## src/rtl/seg_pkg.sv

```systemverilog
// seg_pkg: shared pattern constants and FSM state type for seg_scan_encoder
// Exports SEG_0..SEG_3 (segment patterns, bit 6 = a .. bit 0 = g) and seg_state_t.
package seg_pkg;
    localparam logic [6:0] SEG_0 = 7'b1111110;
    localparam logic [6:0] SEG_1 = 7'b0110000;
    localparam logic [6:0] SEG_2 = 7'b1101101;
    localparam logic [6:0] SEG_3 = 7'b1111001;
    typedef enum logic {COLLECT, EVAL} seg_state_t;
endpackage

```

## src/rtl/seg_pattern_encoder.sv

```systemverilog
// seg_pattern_encoder: maps a seven-segment pattern back to its 2-bit digit value
// Ports: seg (7-bit pattern in), value (2-bit digit out), valid (pattern is one of SEG_0..SEG_3).
module seg_pattern_encoder
    import seg_pkg::*;
(
    input  logic [6:0] seg,
    output logic [1:0] value,
    output logic       valid
);
    always_comb begin
        value = seg == SEG_1 ? 2'd1 : seg == SEG_2 ? 2'd2 : seg == SEG_3 ? 2'd3 : 2'd0;
        valid = seg inside {SEG_0, SEG_1, SEG_2, SEG_3};
    end
endmodule

```

## src/rtl/seg_scan_encoder.sv

```systemverilog
// seg_scan_encoder: rebuilds 2-bit digit frames from a multiplexed seven-segment bus
// Ports: clk, rst (async, active-high), strobe/seg/dig_en (scan samples),
// out_value/out_valid/out_ready (frame handshake), err (bad sample pulse),
// overrun (stable frame dropped while output occupied).
module seg_scan_encoder
    import seg_pkg::*;
#(
    parameter int DIGITS       = 4,
    parameter int STABLE_SCANS = 2
) (
    input  logic                  clk,
    input  logic                  rst,
    input  logic                  strobe,
    input  logic [6:0]            seg,
    input  logic [DIGITS-1:0]     dig_en,
    output logic [2*DIGITS-1:0]   out_value,
    output logic                  out_valid,
    input  logic                  out_ready,
    output logic                  err,
    output logic                  overrun
);
    localparam int CW = $clog2(STABLE_SCANS + 1);

    seg_state_t            state, state_nx;
    logic [2*DIGITS-1:0]   scan_buf, prev_frame;
    logic [DIGITS-1:0]     seen, seen_nx;
    logic [CW-1:0]         stable_cnt, cnt_nx;
    logic [1:0]            pat_value;
    logic                  pat_valid, good, bad, eval, same, deliver;

    seg_pattern_encoder u_enc (
        .seg   (seg),
        .value (pat_value),
        .valid (pat_valid)
    );

    always_ff @(posedge clk or posedge rst) begin
        if (rst) state <= COLLECT;
        else     state <= state_nx;
    end

    // A strobe during EVAL starts the next scan, so seen is cleared before the new bit is merged.
    always_comb begin
        eval     = state == EVAL;
        good     = strobe && $onehot(dig_en) && pat_valid;
        bad      = strobe && !good;
        seen_nx  = bad ? '0 : ((eval ? '0 : seen) | (good ? dig_en : '0));
        state_nx = &seen_nx ? EVAL : COLLECT;
    end

    // Delivery fires only on the transition into the saturated count; a count reset to 1
    // is itself the first step of a new run, which already qualifies when one scan suffices.
    always_comb begin
        same    = scan_buf == prev_frame;
        deliver = eval && (same ? stable_cnt == CW'(STABLE_SCANS - 1) : STABLE_SCANS == 1);
        cnt_nx  = bad ? '0 : !eval ? stable_cnt : !same ? CW'(1) :
                  stable_cnt == CW'(STABLE_SCANS) ? stable_cnt : stable_cnt + 1'b1;
    end

    always_ff @(posedge clk or posedge rst) begin
        if (rst) begin
            seen       <= '0;
            stable_cnt <= '0;
            scan_buf   <= '0;
            prev_frame <= '0;
            out_value  <= '0;
            out_valid  <= 1'b0;
            err        <= 1'b0;
            overrun    <= 1'b0;
        end else begin
            seen       <= seen_nx;
            stable_cnt <= cnt_nx;
            err        <= bad;
            overrun    <= deliver && out_valid && !out_ready;
            if (eval) prev_frame <= scan_buf;
            for (int i = 0; i < DIGITS; i++)
                if (good && dig_en[i]) scan_buf[2*i +: 2] <= pat_value;
            if (deliver && (!out_valid || out_ready)) begin
                out_value <= scan_buf;
                out_valid <= 1'b1;
            end else if (out_ready) begin
                out_valid <= 1'b0;
            end
        end
    end
endmodule

```

## config.mk

```make
export PLATFORM = sky130hd
export DESIGN_NAME = seg_scan_encoder
export DESIGN_NICKNAME = d
export VERILOG_FILES = /design/src/rtl/seg_pkg.sv /design/src/rtl/seg_pattern_encoder.sv /design/src/rtl/seg_scan_encoder.sv
export SDC_FILE = /design/constraint.sdc
export NUM_CORES = 1
export LEC_CHECK = 0
export ABC_AREA = 1
export CELL_PAD_IN_SITES_DETAIL_PLACEMENT = 1
export CELL_PAD_IN_SITES_GLOBAL_PLACEMENT = 1
export CORE_UTILIZATION = 37
export CTS_CLUSTER_SIZE = 12
export DETAILED_ROUTE_END_ITERATION = 12
export HOLD_SLACK_MARGIN = 0.12
export PLACE_DENSITY_LB_ADDON = 0.1
export REMOVE_ABC_BUFFERS = 1
export SYNTH_ARGS = -nofsm -noshare
export SYNTH_HDL_FRONTEND = slang
export SYNTH_HIERARCHICAL = 1
export SYNTH_SLANG_ARGS = --single-unit
```

## constraint.sdc

```tcl
create_clock -name clk -period 1.4 [get_ports clk]
set_input_delay 0.28 -clock clk [delete_from_list [all_inputs] [get_ports clk]]
set_output_delay 0.28 -clock clk [all_outputs]
set_load 0.05 [all_outputs]
```

==> summary.md, run 1 <==
| Metric | Value |
|---|---|
| Clock-pin slew on the worst setup and hold paths | `0.06 ns` |
| Share of cells above drive strength 1 | `0.385` |
| I/O pin count | `26` |
| Crit path arrival time | `2.25 ns` |
| Total Neg Setup Slack | `-8.73 ns` |
| CP max stage cell | `fa_1` |
| Clock buffer depth | `2` |
| Synth cell types | `25` |
| Hpwl dp | `3.35 mm` |
| Critical path cell sequence | `buf_8 > inv_4 > fa_1 > inv_2 > ha_4 > ha_4 > nor3_4 > and2b_2 > nor2_4 > buf_6 > o21ai_4 > nand2_1 > nor2_1` |
| CTS tree | `done` |
| Reg-to-Reg End | `out_value[5]` |
| Grt total ovfl | `0` |
| Delay-heaviest family, CP | `adder cells` |
| Most common cell after layout, fill and taps aside | `nand2_1` |
| Slew Limit Fails | `0` |
| RSZ-0062 raised after global routing | `true` |
| Setup slack at placement | `-1.40 ns` |
| Remaining DRCs | `0` |
| Post-synthesis sequential area ratio | `0.461` |
| Critical path peak fanout | `5` |
| Routed WL per cell | `12.8 um` |
| Yosys top cell by area | `dfrtp_1` |
| TritonCTS Sinks | `34` |
| Setup violations, final | `24` |
| Critical Path Sink Type | `flop` |
| Clock latency on the worst-skew pair | `0.29 ns` |
| # H-tree levels | `2` |
| CP Launch Type | `primary input` |
| Die Ht | `72.6 um` |
| Post-layout util | `0.608` |
| Fill count | `575` |
| PwrDens | `714 nW/um^2` |
| WHS Path Cells | `4` |
| Crit Path Category | `primary input to flop` |
| Mean Syn Cell Area | `7.59 um^2` |
| DIE AREA | `5270 um^2` |
| Area grow syn2layout | `56.7%` |
| Tightest Pin Transition | `0.425 ns` |
| Initial drt markers | `17` |
| 1st-pass router iterations | `4` |
| Most frequent CP cell | `ha_4` |
| Leak | `1.40 nW` |
| Reg2Reg Setup Slack | `-0.05 ns` |
| Register Area | `852 um^2` |
| Failing checks | `setup timing` |
| Largest net degree at the start of global routing | `35` |
| Max_cap viols | `0` |
| Cells after Synth | `243` |
| Req. time, crit path | `1.62 ns` |
| Antenna diode count | `0` |
| GPL Wtd Cong | `0.769` |
| Peak supply drop | `456 uV` |
| First-pass GRT wire length | `7.69 mm` |
| Worst r2r src | `scan_buf[5]` |
| Status | `finished with violations` |
| Port bufs | `25` |
| YS warnings | `6` |
| Final hold violation count | `0` |
| Crit path time final | `2.04 ns` |
| Vias | `1,688` |
| CTS Buf Count | `5` |
| Nets | `328` |
| Relative slew margins | `0.717` |
| F_max | `491 MHz` |
| Die width | `72.6 um` |
| Vias in the first global route | `1,693` |
| Max incr delay on CP | `0.54 ns` |
| Root Driver | `clkbuf_8` |
| WP buf/inv | `4` |
| Vias/cell | `4.49` |
| Worst Skew | `0.00651 ns` |
| Period Utilization, post-route | `1.45` |
| All-Layer GR Usage | `0.195` |
| Multi-input gate area | `1010 um^2` |
| Initial antenna violation count | `0` |
| Area contributors post-synth | `dfrtp_1, nand2_1, inv_1, o21ai_0, nor2_1` |
| Routed Wire Length | `4.83 mm` |
| Hold Path End | `seen[1]` |
| Min-delay worst type | `primary input to flop` |
| Top cell type's share of synthesized area | `0.461` |
| Initial Utilization | `0.388` |
| Hold Startpoint | `dig_en[1]` |
| Worst Slack Setup Final | `-0.636 ns` |
| Synthesized cell area | `1850 um^2` |
| R2R depth | `9` |
| Placeable core area | `4750 um^2` |
| Most frequent cells in the layout | `nand2_1, dfrtp_1, inv_1` |
| Final ANT Viol Nets | `0` |
| Site row count | `25` |
| Flops & latches, synth | `34` |
worst max path at each step:
stage / end / slack (ns) / start / depth (start not counted)
6_report: eval / -0.64 / dig_en[3] / 13
3_5_place_dp: eval / -1.40 / dig_en[0] / 13
2_1_floorplan: eval / -0.67 / dig_en[0] / 11
5_1_grt: eval / -0.70 / dig_en[3] / 13
3_3_place_gp: eval / -1.32 / dig_en[0] / 13
4_1_cts: stable_cnt[1] / -0.52 / dig_en[0] / 13
worst min-delay path, cell delays in order:
cell,delay [ns]
buf_6,0.07
buf_4,0.10
nand2_4,0.07
o21ai_4,0.06
layer usage:
metal  GRT usage  routed length, um  part of all wire
met3      0.0331                 87             0.018
met2       0.350               2570              0.53
met1       0.230               2090              0.43
met4      0.0784                 79             0.016
met5           0                  0                 0
synthesized netlist by cell type, drive strengths merged:
cell	instances
fa	1
or2	1
xnor2	1
dfrtp	34
and2b	1
nand3	12
nor2	23
clkinv	1
inv	43
o21bai	1
nand2	91
buf	3
nor3	2
nand4	1
ha	4
o21ai	23
a21oi	1
layout make-up:
type                            instances  area share
Timing Repair Buffer                   61       0.230
Inverter                               44      0.0584
Clock buffer                            8      0.0381
Tap cell                               67      0.0290
Sequential cell                        34       0.295
Multi-Input combinational cell        162       0.350
cell families after synthesis:
logic type | after synthesis | share of synthesized area
AND/OR/NAND/NOR | 131 | 0.327
buffers and inverters | 47 | 0.0983
flip-flops | 34 | 0.461
AO/OA/AOI/OAI | 25 | 0.0712
adder cells (fa/ha/maj) | 5 | 0.0380
XOR/XNOR | 1 | 0.00475
per-stage QoR:
step | hold WS (ns) | instance area, um^2 | cells | total power, mW
final | 0.334 | 2890 | 376 | 2.06
after global placement | 0.516 | 2460 | 355 | 1.17
after detailed placement | 0.532 | 2460 | 355 | 1.17
after global routing | 0.342 | 2890 | 376 | 2.14
after CTS | 0.322 | 2750 | 370 | 2.06
after floorplan | 0.422 | 1830 | 240 | 1.07
power breakdown:
part	internal, mW	total [mW]	leakage (nW)	switching (mW)
Combinational	0.114	0.220	0.870	0.107
Clock	0.497	0.857	0.0575	0.360
Sequential	0.985	0.987	0.471	0.00242
Total	1.60	2.06	1.40	0.469
state kept, by name (all words and copies together), names as in the netlist:
register	count
seen	4
out_value	8
scan_buf	8
out_valid	1
overrun	1
err	1
eval	1
prev_frame	8
stable_cnt	2
repair_timing:
action / in CTS / in global routing
resized for setup: 51 / 32
buffers inserted: 7 / 7
hold buffers: 0 / 0
pin swaps: 13 / 21
endpoints found under the setup margin: 24 / 24
endpoints found under the hold margin: 0 / 0
No activity file was read; power rests on OpenSTA's default activity.
==> run 2: changes to the inputs <==
--- a/config.mk
+++ b/config.mk
@@ -9,7 +9,6 @@
 export CELL_PAD_IN_SITES_DETAIL_PLACEMENT = 1
 export CELL_PAD_IN_SITES_GLOBAL_PLACEMENT = 1
 export CORE_UTILIZATION = 37
-export CTS_CLUSTER_SIZE = 12
 export DETAILED_ROUTE_END_ITERATION = 12
 export HOLD_SLACK_MARGIN = 0.12
 export PLACE_DENSITY_LB_ADDON = 0.1
==> results of run 2 <==
The final DEF is identical to that of run 1; final timing and power are the same.
==> RTL edit, RTL diff (config.mk and constraints of run 1) <==
Set the parameter `DIGITS` to 3 (it was 4).
--- a/src/rtl/seg_scan_encoder.sv
+++ b/src/rtl/seg_scan_encoder.sv
@@ -7,3 +7,3 @@
 #(
-    parameter int DIGITS       = 4,
+    parameter int DIGITS       = 3,
     parameter int STABLE_SCANS = 2
Interface: changed (resized dig_en and out_value); port bits go from 26 to 23. The function was not compared with the original's and may differ.
==> RTL edit against run 1 <==
Synthesized area shrank 21%; cell area shrank 20%; synthesized cell count shrank 23%; total power shrank 24%; worst setup slack gained 0.59 ns; largest cell class unchanged; wire length shrank 10%; highest routed layer unchanged; critical endpoint is now scan_buf[0]; the run still ends with setup timing left; sequential cell count shrank 7; first-iteration DRC count grew to 2.5 times the old value; non-clock buffer count grew 2.
==> RTL edit: results (changes against run 1) <==
synth cell count leaders nand2_1, inv_1, dfrtp_1; initial detailed-routing violation count 43 (+26); CP arrival 1.65 ns (-0.60 ns); Slew headroom 71.4% (-0.26 points); CP max-delay cell nor2_2; largest net degree at the start of global routing 28 (-20%); VDD IR max 0.466 mV (+2.1%); Port Buffers 22 (-12%); Max Clock Skew 0.00921 ns (+0.00270 ns); Fin Setup TNS -0.237 ns (+8.50 ns); Post-synth top flop dfrtp_1; violated checks setup timing; vias in the first global route 1480 (-13%); drt via density 4.72 (+5.2%); first-pass GRT wire length 6.75 mm (-12%); crit-path max FO 4 (-1); Hold Path Class in2async; Seq/Total Area, Yosys 46.5% (+0.37 points); Tot GR Track Use 21.0% (+1.6 points); Leak Pwr 1.21 nW (-14%); critical path launch point dig_en[0]; dpl hpwl 2.66 mm (-20%); final worst setup slack -0.0441 ns (+0.592 ns); # H-tree levels 1 (-1); setup violators final 11 (-54%); GRT met1 Usage 23.5% (+0.52 points); FILL cells 445 (-23%); routability cong. 0.776 (+0.87%); status finished with violations; async set-reset flop share out of synthesis 100% (unchanged); synth top area cells dfrtp_1, nand2_1, inv_1, o21ai_0, nand4_1; Regs by FF count out_value x6, prev_frame x6, scan_buf x6; Initial DRT Pass Iterations 4 (unchanged); Reg2Reg Setup Slack -0.03 ns (+0.02 ns); Cell Area, Synth 0.00145 sq mm (-21%); nets 269 (-18%); share of cells above drive strength 1 47.8% (+9.3 points); GR Util met2 41.2% (+6.2 points); reg2reg start scan_buf[0]; P_sw 0.424 mW (-9.7%); CP peak stage delay 0.15 ns (-0.39 ns); CTS clk-pin slew, worst paths 0.10 ns (+0.04 ns); overall routed net length 4.34 mm (-10%); Synth cell types 21 (-16%); delay-heaviest family, CP buffers and inverters; met3 GRT Util 2.11% (-1.2 points); number of buffers created by CTS 3 (-2)
## RTL edit: area by class of cell
type	count	area, sq um	area share, %
tap	48	60.1	2.58
timing repair buffer	63	627	27.0
clock buffer	4	45.0	1.94
inverter	39	151	6.52
multi-input combinational	118	764	32.9
sequential	27	676	29.1
## RTL edit: per-layer routing
metal	vias to the layer above	wire length (microns)
li1	697	-
met1	674	1670
met2	30	2450
met3	11	107
met4	0	108
met5	-	0
## RTL edit: cells by family after synthesis
group	count (synthesis)	share of synthesized area, %
adder cells (fa/ha/maj)	3	3.10
flip-flops	27	46.5
buffers and inverters	42	10.9
AO/OA/AOI/OAI	17	6.37
AND/OR/NAND/NOR	98	33.1
## RTL edit: final timing paths
path / depth (start not counted) / endpoint
min reg2reg: 2 / seen[1]
max reg2reg: 8 / out_value[2]
max in group asynchronous: 3 / seen[0]
min: 3 / out_value[5]
max: 13 / scan_buf[0]
min in group clk: 6 / seen[2]
## RTL edit: what timing repair did
| item | 4_1_cts | 5_1_grt |
|---|---|---|
| resized for setup | 48 | 46 |
| setup endpoints to repair | 19 | 21 |
| setup buffers | 21 | 6 |
| gates cloned | 0 | 0 |
| pin swaps | 21 | 18 |
## RTL edit: worst reg2reg max path: cells and delay by family, from the launching register on
kind             cells  cell delay (ns)
flip-flops           1             0.44
AND/OR/NAND/NOR      8             0.88
## RTL edit: power by group through the flow
stage          Sequential [mW]  Combinational [mW]  Clock (mW)
5_1_grt                  0.834               0.299       0.484
2_1_floorplan            0.843              0.0977           0
3_3_place_gp             0.844               0.180           0
3_5_place_dp             0.846               0.190           0
6_report                 0.831               0.270       0.461
4_1_cts                  0.829               0.234       0.453
## RTL edit: metrics by stage
| step | worst slack, ns | std cells | hold WS, ns | cell area (sq um) | power, mW |
|---|---|---|---|---|---|
| 6_report | -0.0441 | 299 | 0.359 | 2320 | 1.56 |
| 4_1_cts | -0.103 | 293 | 0.387 | 2180 | 1.52 |
| 2_1_floorplan | -0.154 | 184 | 0.333 | 1440 | 0.941 |
| 5_1_grt | -0.202 | 299 | 0.419 | 2320 | 1.62 |
| 3_3_place_gp | -0.640 | 269 | 0.488 | 1920 | 1.02 |
| 3_5_place_dp | -0.795 | 269 | 0.508 | 1920 | 1.04 |
